$ cat src/rtl/bin2bcd_pkg.sv
// Shared definitions for the sequential binary-to-BCD converter.
// Holds the FSM state type, the BCD digit type and the over-range limit helper.
package bin2bcd_pkg;

  typedef enum logic {
    IDLE  = 1'b0,
    SHIFT = 1'b1
  } state_e;

  typedef logic [3:0] bcd_digit_t;

  localparam int unsigned LIMIT_W = 64;

  // Largest value representable in `digits` BCD digits (10^digits - 1), saturating at all-ones.
  function automatic logic [LIMIT_W-1:0] bcd_max_value(input int unsigned digits);
    logic [LIMIT_W-1:0] v;
    v = LIMIT_W'(1);
    for (int unsigned i = 0; i < digits; i++) begin
      if (v > LIMIT_W'(64'd1844674407370955161)) return '1;
      v = v * LIMIT_W'(10);
    end
    return v - LIMIT_W'(1);
  endfunction

endpackage

$ cat src/rtl/bin2bcd_seq_bcd_add3.sv
// Per-digit double-dabble correction: a digit of 5 or more gets +3 before the shift.
// Ports: d_i  working BCD digit
//        d_c  corrected digit (combinational)
module bcd_add3
  import bin2bcd_pkg::*;
(
  input  bcd_digit_t d_i,
  output bcd_digit_t d_c
);

  always_comb begin
    d_c = (d_i >= 4'd5) ? (d_i + 4'd3) : d_i;
  end

endmodule

$ cat src/rtl/bin2bcd_seq.sv
// Sequential binary-to-BCD converter (shift-and-add-3), one input bit per clock.
// Ports: clk, rst_n (async, active-low)
//        start_i/bin_i  request and value, accepted only while idle
//        busy_o         conversion in progress
//        valid_o        one-cycle pulse when bcd_o/ovf_o are updated
//        bcd_o          packed BCD result, digit 0 in [3:0]
//        ovf_o          input exceeded 10^DIGITS-1 (only with saturation)
// Build option: define BIN2BCD_SAT_EN to saturate over-range inputs to all nines
// and report ovf_o; otherwise the result wraps modulo 10^DIGITS and ovf_o is 0.
module bin2bcd_seq
  import bin2bcd_pkg::*;
#(
  parameter int unsigned BIN_W  = 16,
  parameter int unsigned DIGITS = 4
) (
  input  logic                  clk,
  input  logic                  rst_n,
  input  logic                  start_i,
  input  logic [BIN_W-1:0]      bin_i,
  output logic                  busy_o,
  output logic                  valid_o,
  output logic [4*DIGITS-1:0]   bcd_o,
  output logic                  ovf_o
);

  localparam int unsigned BCD_W = 4 * DIGITS;
  localparam int unsigned CNT_W = $clog2(BIN_W + 1);

  state_e             state_q, state_d;
  logic [BIN_W-1:0]   bin_q, bin_d;
  logic [BCD_W-1:0]   work_q, work_d;
  logic [CNT_W-1:0]   cnt_q, cnt_d;
  logic               busy_q, busy_d;
  logic               valid_q, valid_d;
  logic [BCD_W-1:0]   bcd_q, bcd_d;
  logic [BCD_W-1:0]   work_adj_c;
  logic [BCD_W-1:0]   shift_c;

  // Add-3 correction on every working digit ahead of the shift.
  for (genvar g = 0; g < DIGITS; g++) begin : g_add3
    bcd_add3 u_add3 (
      .d_i (work_q[4*g +: 4]),
      .d_c (work_adj_c[4*g +: 4])
    );
  end

  // Shift {BCD, bin} left by one; the carry out of the top digit falls off.
  assign shift_c = BCD_W'({work_adj_c, bin_q[BIN_W-1]});

`ifdef BIN2BCD_SAT_EN
  localparam int unsigned CMP_W = (BIN_W > LIMIT_W) ? BIN_W : LIMIT_W;
  localparam logic [LIMIT_W-1:0] MAX_VAL   = bcd_max_value(DIGITS);
  localparam logic [BCD_W-1:0]   ALL_NINES = {DIGITS{4'h9}};

  logic ovf_flag_q, ovf_flag_d;
  logic ovf_q, ovf_d;
  logic over_c;

  assign over_c = CMP_W'(bin_i) > CMP_W'(MAX_VAL);
`endif

  // Next-state and datapath.
  always_comb begin
    state_d = state_q;
    bin_d   = bin_q;
    work_d  = work_q;
    cnt_d   = cnt_q;
    busy_d  = busy_q;
    valid_d = 1'b0;
    bcd_d   = bcd_q;
`ifdef BIN2BCD_SAT_EN
    ovf_flag_d = ovf_flag_q;
    ovf_d      = ovf_q;
`endif
    case (state_q)
      IDLE: begin
        if (start_i) begin
          bin_d   = bin_i;
          work_d  = '0;
          cnt_d   = CNT_W'(BIN_W - 1);
          busy_d  = 1'b1;
          state_d = SHIFT;
`ifdef BIN2BCD_SAT_EN
          ovf_flag_d = over_c;
`endif
        end
      end
      SHIFT: begin
        bin_d  = bin_q << 1;
        work_d = shift_c;
        if (cnt_q == '0) begin
          state_d = IDLE;
          busy_d  = 1'b0;
          valid_d = 1'b1;
`ifdef BIN2BCD_SAT_EN
          bcd_d = ovf_flag_q ? ALL_NINES : shift_c;
          ovf_d = ovf_flag_q;
`else
          bcd_d = shift_c;
`endif
        end else begin
          cnt_d = cnt_q - CNT_W'(1);
        end
      end
      default: state_d = IDLE;
    endcase
  end

  // State and datapath registers.
  always_ff @(posedge clk or negedge rst_n) begin
    if (!rst_n) begin
      state_q <= IDLE;
      bin_q   <= '0;
      work_q  <= '0;
      cnt_q   <= '0;
      busy_q  <= 1'b0;
      valid_q <= 1'b0;
      bcd_q   <= '0;
`ifdef BIN2BCD_SAT_EN
      ovf_flag_q <= 1'b0;
      ovf_q      <= 1'b0;
`endif
    end else begin
      state_q <= state_d;
      bin_q   <= bin_d;
      work_q  <= work_d;
      cnt_q   <= cnt_d;
      busy_q  <= busy_d;
      valid_q <= valid_d;
      bcd_q   <= bcd_d;
`ifdef BIN2BCD_SAT_EN
      ovf_flag_q <= ovf_flag_d;
      ovf_q      <= ovf_d;
`endif
    end
  end

  assign busy_o  = busy_q;
  assign valid_o = valid_q;
  assign bcd_o   = bcd_q;
`ifdef BIN2BCD_SAT_EN
  assign ovf_o   = ovf_q;
`else
  assign ovf_o   = 1'b0;
`endif

endmodule
$ cat config.mk
export PLATFORM = sky130hd
export DESIGN_NAME = bin2bcd_seq
export DESIGN_NICKNAME = d
export VERILOG_FILES = /design/src/rtl/bin2bcd_pkg.sv /design/src/rtl/bin2bcd_seq_bcd_add3.sv /design/src/rtl/bin2bcd_seq.sv
export SDC_FILE = /design/constraint.sdc
export NUM_CORES = 1
export LEC_CHECK = 0
export ABC_AREA = 1
export CAP_MARGIN = 20
export CORE_ASPECT_RATIO = 1.2
export CORE_MARGIN = 3
export CORE_UTILIZATION = 54
export CTS_CLUSTER_SIZE = 8
export DETAILED_ROUTE_END_ITERATION = 10
export PLACE_DENSITY = 0.9
export RECOVER_POWER = 100
export SLEW_MARGIN = 20
export SYNTH_ARGS = -nofsm -noshare
export SYNTH_HDL_FRONTEND = slang
export SYNTH_SLANG_ARGS = --single-unit
$ cat constraint.sdc
create_clock -name clk -period 1.57 [get_ports clk]
set_input_delay 0.2355 -clock clk [delete_from_list [all_inputs] [get_ports clk]]
set_output_delay 0.2355 -clock clk [all_outputs]
set_load 0.05 [all_outputs]
# Word level (Yosys, flattened, before mapping)
# Cells that the tools add are included.
# op_classes
addsub	5
magnitude_cmp	4
eq_ne	3
n_mux	19
n_bitwise	1
reduce_logical	4
# ops
cell	count
$pmux W16 S2	2
$mux W16	2
$ge A4 B3 Y1 const B	4
$add A4 B2 Y4 const B	3
$mux W4	3
$mux W5	2
$pmux W5 S2	1
$mux W1	6
$reduce_and A2 Y1	3
$logic_not A5 Y1	1
$sub A5 B1 Y5 const B	1
$ne A2 B2 Y1 const B	2
$pmux W1 S2	2
$add A3 B2 Y3 const B	1
$mux W3	1
$ne A2 B1 Y1 const B	1
$not A1 Y1	1
# word_totals
regBits	56
input_bits	19
out_inout_bits	19
word_cells	43

# Longest topological paths before layout
# Gate-level depths: netlist (run 1).
# logic_depth
word_depth	3
ltp_mapped	9
mapped_depth_nobuf	8

# By module
# From an unflattened synthesis (run 1), not the netlist that was laid out.
# hier_totals
cells_unflattened	337
area_unflattened_um2	2806.4
# modules_own_cells
mod	instances	cells_per_inst	area_per_inst_um2	seq_area_each_um2
bin2bcd_seq	1	245	2265.9	1401.3
bcd_add3	4	23	135.1	0.0

# Worst setup path before layout (run 1)
# OpenSTA, ideal clock, no wires.
# synth_timing
kind	reg-to-reg
from	reg cnt_q[0]
to	reg bcd_q[12] (netlist: bcd_o[12])
setup_ns	0.118
arrival_time_ns	1.273
t_required_ns	1.452
path_slack_ns	0.179
stages_incl_launch_ff	10
n_path_buf	2
synth_period_minus_slack_ns	1.391
cell_sequence	dfrtp_1 -> inv_1 -> ha_1 -> inv_1 -> nor2_1 -> nand3_2 -> buf_6 -> buf_6 -> nand2_1 -> nand2_1
# synth_via
elab_chain_cells	2
# synth_lines
item	line_no	rtl
start, declared	bin2bcd_seq.sv:32	logic [CNT_W-1:0] cnt_q, cnt_d;
start signal, assigned	bin2bcd_seq.sv:127	cnt_q <= cnt_d;
$logic_not A5 Y1	bin2bcd_seq.sv:91	if (cnt_q == '0) begin
$reduce_and A2 Y1 (no source line)	-	
end signal, assigned	bin2bcd_seq.sv:118	bcd_q <= '0;
end signal, assigned	bin2bcd_seq.sv:130	bcd_q <= bcd_d;
end, declared	bin2bcd_seq.sv:35	logic [BCD_W-1:0] bcd_q, bcd_d;
# Every way passes these cells.
# A chain may end at the register's enable or synchronous reset.

# Worst setup path after layout (run 1)
# layout_timing
from	reg cnt_q[0]
to	reg bcd_q[0] (netlist: bcd_o[0])
# The elaborated chain is that of the path after synthesis.

==> flow_metrics.py, run 1 <==
metrics = {
    "synthesis": {
        "synthArstFlopShare_pct": 100,
        "syn-instance-count": 333,
        "synth-edff-count": 0,
        "syn_avg_cell_area_um2": 8.19,
        "yosysSeqAreaShare_pct": 51.4,
        "synth_fp_nets": 361,
        "synth_cell_types": 25,
        "netlist_area_um2": 2730,
        "ys_ff_latch": 56,
        "yosysWarnings": 0,
        "dominantRegCellSynth": "dfrtp_1",
    },
    "worst_hold_path": {
        "hold_start": "bin_i[0]",
        "hold_path.class": "in2reg",
        "hold_end": "bin_q[0]",
        "whs_path_depth": 3,
    },
    "route": {
        "wl_per_cell_um": 13.3,
        "via_per_inst": 5.38,
        "ant_nets": 0,
        "first_iter_violations": 263,
        "drc": 0,
        "wl_um": 5720,
        "firstDrtPassIters": 4,
        "vias": 2317,
    },
    "cts": {
        "root_buffer": "clkbuf_8",
        "clk_latency_ps": 310,
        "path_clk_slew_ps": 100,
        "cts_buffers": 5,
        "htree_levels": 2,
        "cts_sinks": 56,
        "post-cts-setup-buffers": 0,
        "clock_path_buffers": 2,
        "cts_tree": "done",
    },
    "sta": {
        "period_minus_slack_ps": 1490,
        "min_period_over_period_pct": 94.9,
        "setup_viol": 0,
        "tightest_slew_ps": 985,
        "max_freq_ghz": 0.671,
        "relSlewSlack_pct": 34.3,
        "hold_viol_final": 0,
        "slew_viol_final": 0,
        "clock_skew_ps": 13.3,
    },
    "layout": {
        "stdcell_area_um2": 3180,
        "diodes": 0,
        "final_layout_size_suffix_gt1_share_pct": 8.04,
        "syn2layout_area_growth_pct": 16.5,
        "layout.nets": 400,
    },
    "die": {
        "die-width_um": 70.9,
        "die-height_um": 83.8,
        "ios": 38,
        "rows": 27,
        "die_area_um2": 5940,
        "core_area_um2": 4730,
        "initial_core_util_pct": 57.6,
    },
    "critical_path": {
        "critPathLaunchType": "flip-flop",
        "cp.required_ps": 1770,
        "cp.arrival_ps": 1690,
        "cpPeakStageDelay_ps": 400,
        "critPathMaxFanout": 9,
        "r2r-start": "cnt_q[0]",
        "cp_slowest_cell": "dfrtp_1",
        "critPathMostFrequentCell": "inv_1",
        "critPathKind": "reg2reg",
        "r2r_slack_ps": 80,
        "r2r_end": "bcd_o[0]",
        "endpoint_kind": "flip-flop",
        "reg2reg_depth": 8,
        "cp_cell_sequence": "inv_1, ha_2, inv_1, nor2_2, nand3_4, buf_8, nand2_1, o21ai_0",
    },
    "global_route": {
        "grt.total_usage_pct": 19.6,
        "antenna_found_initial": 0,
        "grt_pass1_vias": 2268,
        "grt_pass1_wl_um": 9600,
        "grt_max_degree": 41,
        "grt_overflow": 0,
    },
    "status": {
        "run_status": "completed",
    },
    "power_and_ir_drop": {
        "peakVddDrop_mv": 0.872,
        "p_total_w": 0.00654,
        "leakage_nw": 1.62,
        "p_per_area_nw_per_um2": 2060,
    },
    "place": {
        "io_buffer_count": 36,
        "gp_congestion": 0.841,
        "dp_hpwl_um": 3910,
        "post_dp_cell_area_um2": 3080,
    },
    "flow_run": {
        "maxCapViolCount": 0,
    },
}
## through the flow
stage               util [%]  cells  setup WS (ps)  hold WS [ps]  setup TNS [ps]
finish                  67.2    431           80.2           480               0
global route            67.2    431          -16.7           509           -16.7
CTS                     67.4    430           17.3           388               0
detailed placement      65.2    421           74.3           193               0
global placement        65.2    421            148           185               0
floorplan                  -    333            179         -60.1               0
## logic make-up after synthesis
| kind of cell | after synthesis | synth area share, % |
|---|---|---|
| other | 1 | 0.138 |
| XOR/XNOR | 1 | 0.321 |
| AND/OR/NAND/NOR | 185 | 28.4 |
| adder cells (fa/ha/maj) | 9 | 4.13 |
| buffers and inverters | 51 | 8.40 |
| AO/OA/AOI/OAI | 30 | 7.21 |
| flip-flops | 56 | 51.4 |
## layout make-up
cell class / count / area, um2
Fill cell: 398 / 1550
Sequential cell: 56 / 1400
Clock inverter: 1 / 7.51
Inverter: 40 / 158
Multi-Input combinational cell: 226 / 1110
Clock buffer: 7 / 86.3
Timing Repair Buffer: 43 / 345
Tap cell: 58 / 72.6
## report_power, final
group          total, W  switching (W)  internal (W)
registers       0.00249       0.000426       0.00206
logic           0.00324        0.00227      0.000978
clock network  0.000808       0.000449      0.000359
total           0.00654        0.00314       0.00340
## cells in the mapped netlist (2+ instances only)
cell type | instances | share of area [%]
nor2_1 | 4 | 0.55
buf_4 | 2 | 0.55
o221ai_1 | 4 | 1.3
clkbuf_1 | 2 | 0.28
buf_6 | 3 | 1.2
o21ai_0 | 12 | 2.2
ha_1 | 9 | 4.1
nand4_1 | 8 | 1.8
inv_2 | 3 | 0.41
dfrtp_1 | 56 | 51
inv_1 | 36 | 5.0
nand3_1 | 35 | 6.4
o211ai_1 | 8 | 2.2
nand2_1 | 135 | 19
a21boi_0 | 3 | 0.83
buf_2 | 4 | 0.73
## per-layer routing
layer	GRT usage [%]	vias to the layer above	share of wire, %
li1	-	1138	-
met1	24.4	1093	42
met2	34.0	75	51
met3	3.61	11	5.6
met4	6.50	0	1.3
met5	0	-	0
## worst max-delay path by stage
stage              from        end  slack [ps]  depth (start not counted)
2_1_floorplan  cnt_q[0]  bcd_o[12]         180                          9
3_3_place_gp   cnt_q[0]  bcd_o[12]         150                          8
3_5_place_dp   cnt_q[0]   bcd_o[5]          70                          8
4_1_cts        cnt_q[0]   bcd_o[1]          20                          8
5_1_grt        cnt_q[0]   bcd_o[0]         -20                          8
6_report       cnt_q[0]   bcd_o[0]          80                          8
## registers in the layout, indices dropped and copies added (netlist names)
register	flops
valid_o	1
bin_q	16
bcd_o	16
busy_o	1
work_q	16
state_q	1
cnt_q	5
## cells in the final DEF, fill, tap and decap left out
cell / Yosys / routed
inv_2: 3 / 2
o22ai_1: 1 / 1
o21ai_0: 12 / 12
inv_4: 1 / 1
nand3_4: 0 / 1
a21boi_0: 3 / 3
dfrtp_1: 56 / 56
clkinvlp_4: 0 / 1
nand2_1: 135 / 136
nor2_1: 4 / 3
inv_1: 36 / 36
clkbuf_2: 0 / 9
buf_4: 2 / 3
buf_8: 0 / 1
ha_2: 0 / 1
o211ai_1: 8 / 8
xor2_1: 1 / 1
clkbuf_16: 0 / 1
conb_1: 1 / 1
clkbuf_8: 0 / 6
nand4_1: 8 / 8
ha_1: 9 / 8
clkdlybuf4s50_1: 0 / 17
nor2_4: 1 / 1
dlygate4sd3_1: 0 / 1
a21oi_1: 1 / 1
o221ai_1: 4 / 4
nand3_1: 35 / 35
clkbuf_1: 2 / 11
inv_6: 0 / 1
nor2_2: 0 / 1
a211oi_1: 1 / 1
buf_12: 0 / 1
## repair_timing
item,in CTS,in global routing
hold buffers,1,0
endpoints found under the hold margin,16,0
setup endpoints to repair,0,16
resized for setup,0,8
## worst max-delay path, delay by kind of cell (launching register included)
kind	cells	cell delay, ps
compound gates	1	80
fa+ha+maj	1	210
buf+inv	3	340
flops	1	400
simple gates	3	360
(Power assumes the default switching activity.)
==> run 2: changes to the inputs <==
- CTS_BUF_LIST: default -> sky130_fd_sc_hd__clkbuf_16
==> flow_metrics.py, run 2 (synthesis results as in run 1) <==
metrics = {
    "critical_path": {
        "critPathKind": "reg2reg",
        "cp.arrival_ps": 1640,
        "endpoint_kind": "flip-flop",
        "cpPeakStageDelay_ps": 390,
        "critPathMostFrequentCell": "inv_1",
        "cp_cell_sequence": "inv_1, ha_2, inv_1, nor2_2, nand3_4, buf_8, nand2_1, o21ai_0",
        "critPathMaxFanout": 9,
        "cp.required_ps": 1740,
        "cp_slowest_cell": "dfrtp_1",
        "critPathLaunchType": "flip-flop",
    },
    "power_and_ir_drop": {
        "switching_share_pct": 46.7,
        "p_int_w": 0.00360,
        "pwr-share-clk_pct": 15.7,
        "peakVddDrop_mv": 1.12,
        "p_sw_w": 0.00316,
        "p_seq_share_pct": 36.8,
        "p_per_area_nw_per_um2": 2100,
        "leakage_nw": 1.62,
        "power_frac_comb_pct": 47.5,
    },
    "sta": {
        "max_freq_ghz": 0.678,
        "clock_skew_ps": 7.60,
        "holdWs_ps": 480,
        "hold_viol_final": 0,
        "relSlewSlack_pct": 33.7,
        "tightest_slew_ps": 994,
        "finalSetupTns_ps": 0,
        "min_period_over_period_pct": 94.0,
        "setup_viol": 0,
        "period_minus_slack_ps": 1480,
        "slew_viol_final": 0,
    },
    "place": {
        "dpl.cell_count": 421,
        "dp_hpwl_um": 3910,
        "io_buffer_count": 36,
        "gp_congestion": 0.841,
    },
    "layout": {
        "layout_common_cells": "nand2_1, dfrtp_1, inv_1",
        "diodes": 0,
        "layout.nets": 400,
        "final_layout_size_suffix_gt1_share_pct": 5.63,
        "utilization_pct": 67.9,
        "syn2layout_area_growth_pct": 17.9,
        "final_common_cell": "nand2_1",
        "finalNonFillerCells": 431,
    },
    "cts": {
        "cts_tree": "done",
        "cts_sinks": 56,
        "path_clk_slew_ps": 70,
        "cts_buffers": 5,
        "post-cts-setup-buffers": 0,
        "htree_levels": 2,
        "root_buffer": "clkbuf_16",
        "clk_latency_ps": 290,
        "clock_path_buffers": 2,
    },
    "route": {
        "first_iter_violations": 263,
        "wl_um": 5690,
        "wl_per_cell_um": 13.2,
        "drc": 0,
        "ant_nets": 0,
        "firstDrtPassIters": 4,
        "drt-met1-wl_um": 2420,
        "route.met2.wl_um": 2880,
        "vias": 2328,
        "via_per_inst": 5.40,
        "top_layer": "met4",
        "wl_met3_um": 313,
    },
    "flow_run": {
        "maxCapViolCount": 0,
    },
    "global_route": {
        "grt_pass1_vias": 2228,
        "grt_overflow": 0,
        "grt_pass1_wl_um": 9470,
        "antenna_found_initial": 0,
        "grt_max_degree": 41,
        "grt.total_usage_pct": 19.3,
    },
    "die": {
        "ios": 38,
        "die-width_um": 70.9,
        "core_area_um2": 4730,
        "die_area_um2": 5940,
        "die-height_um": 83.8,
        "rows": 27,
        "initial_core_util_pct": 57.6,
    },
    "status": {
        "run_status": "completed",
    },
    "worst_hold_path": {
        "hold_path.class": "reg2reg",
    },
}
==> run 2: worst max-delay path, delay by kind of cell, from the launching register on <==
kind / cells / cell delay, ps
AND/OR/NAND/NOR: 3 / 360
adder cells (fa/ha/maj): 1 / 210
AO/OA/AOI/OAI: 1 / 80
flip-flops: 1 / 390
buffers and inverters: 3 / 330
==> run 2: worst paths after layout <==
path,from,to,slack [ps],cells past startpoint
hold reg to reg,bcd_o[4],bcd_o[4],480,2
setup reg to reg,cnt_q[0],bcd_o[0],90,8
hold / removal,bcd_o[4],bcd_o[4],480,2
min in group asynchronous,rst_n,bcd_o[6],620,2
max in group asynchronous,rst_n,bin_q[5],220,3
setup / recovery,cnt_q[0],bcd_o[0],90,8
==> run 2: repair_timing <==
action / 4_1_cts / 5_1_grt
hold buffers: 1 / 0
endpoints found under the hold margin: 16 / 0
resized for setup: 0 / 8
setup endpoints to repair: 0 / 16
==> run 2: metal layers <==
layer  vias up  global-route usage (%)
li1       1145                       -
met1      1103                    24.6
met2        69                    32.7
met3        11                    3.61
met4         0                    6.15
met5         -                       0
==> run 2: power groups by stage <==
| stage | Clock (W) | Combinational, W | Sequential (W) |
|---|---|---|---|
| 2_1_floorplan | 0 | 0.00185 | 0.00307 |
| 3_3_place_gp | 0 | 0.00320 | 0.00248 |
| 3_5_place_dp | 0 | 0.00332 | 0.00251 |
| 4_1_cts | 0.00108 | 0.00333 | 0.00249 |
| 5_1_grt | 0.00113 | 0.00360 | 0.00257 |
| 6_report | 0.00106 | 0.00321 | 0.00249 |
==> run 2: per-stage QoR <==
step           power, W  setup slack [ps]  area (um2)
2_1_floorplan   0.00492               179        2730
3_3_place_gp    0.00568               148        3080
3_5_place_dp    0.00582              74.3        3080
4_1_cts         0.00690              65.8        3230
5_1_grt         0.00730             -8.43        3210
6_report        0.00676              94.0        3210
==> run 2: layout make-up <==
type	instances	area [um2]
Inverter	40	158
Fill cell	390	1520
Sequential cell	56	1400
Tap cell	58	72.6
Multi-Input combinational cell	226	1110
Timing Repair Buffer	43	335
Clock inverter	3	15.0
Clock buffer	5	125
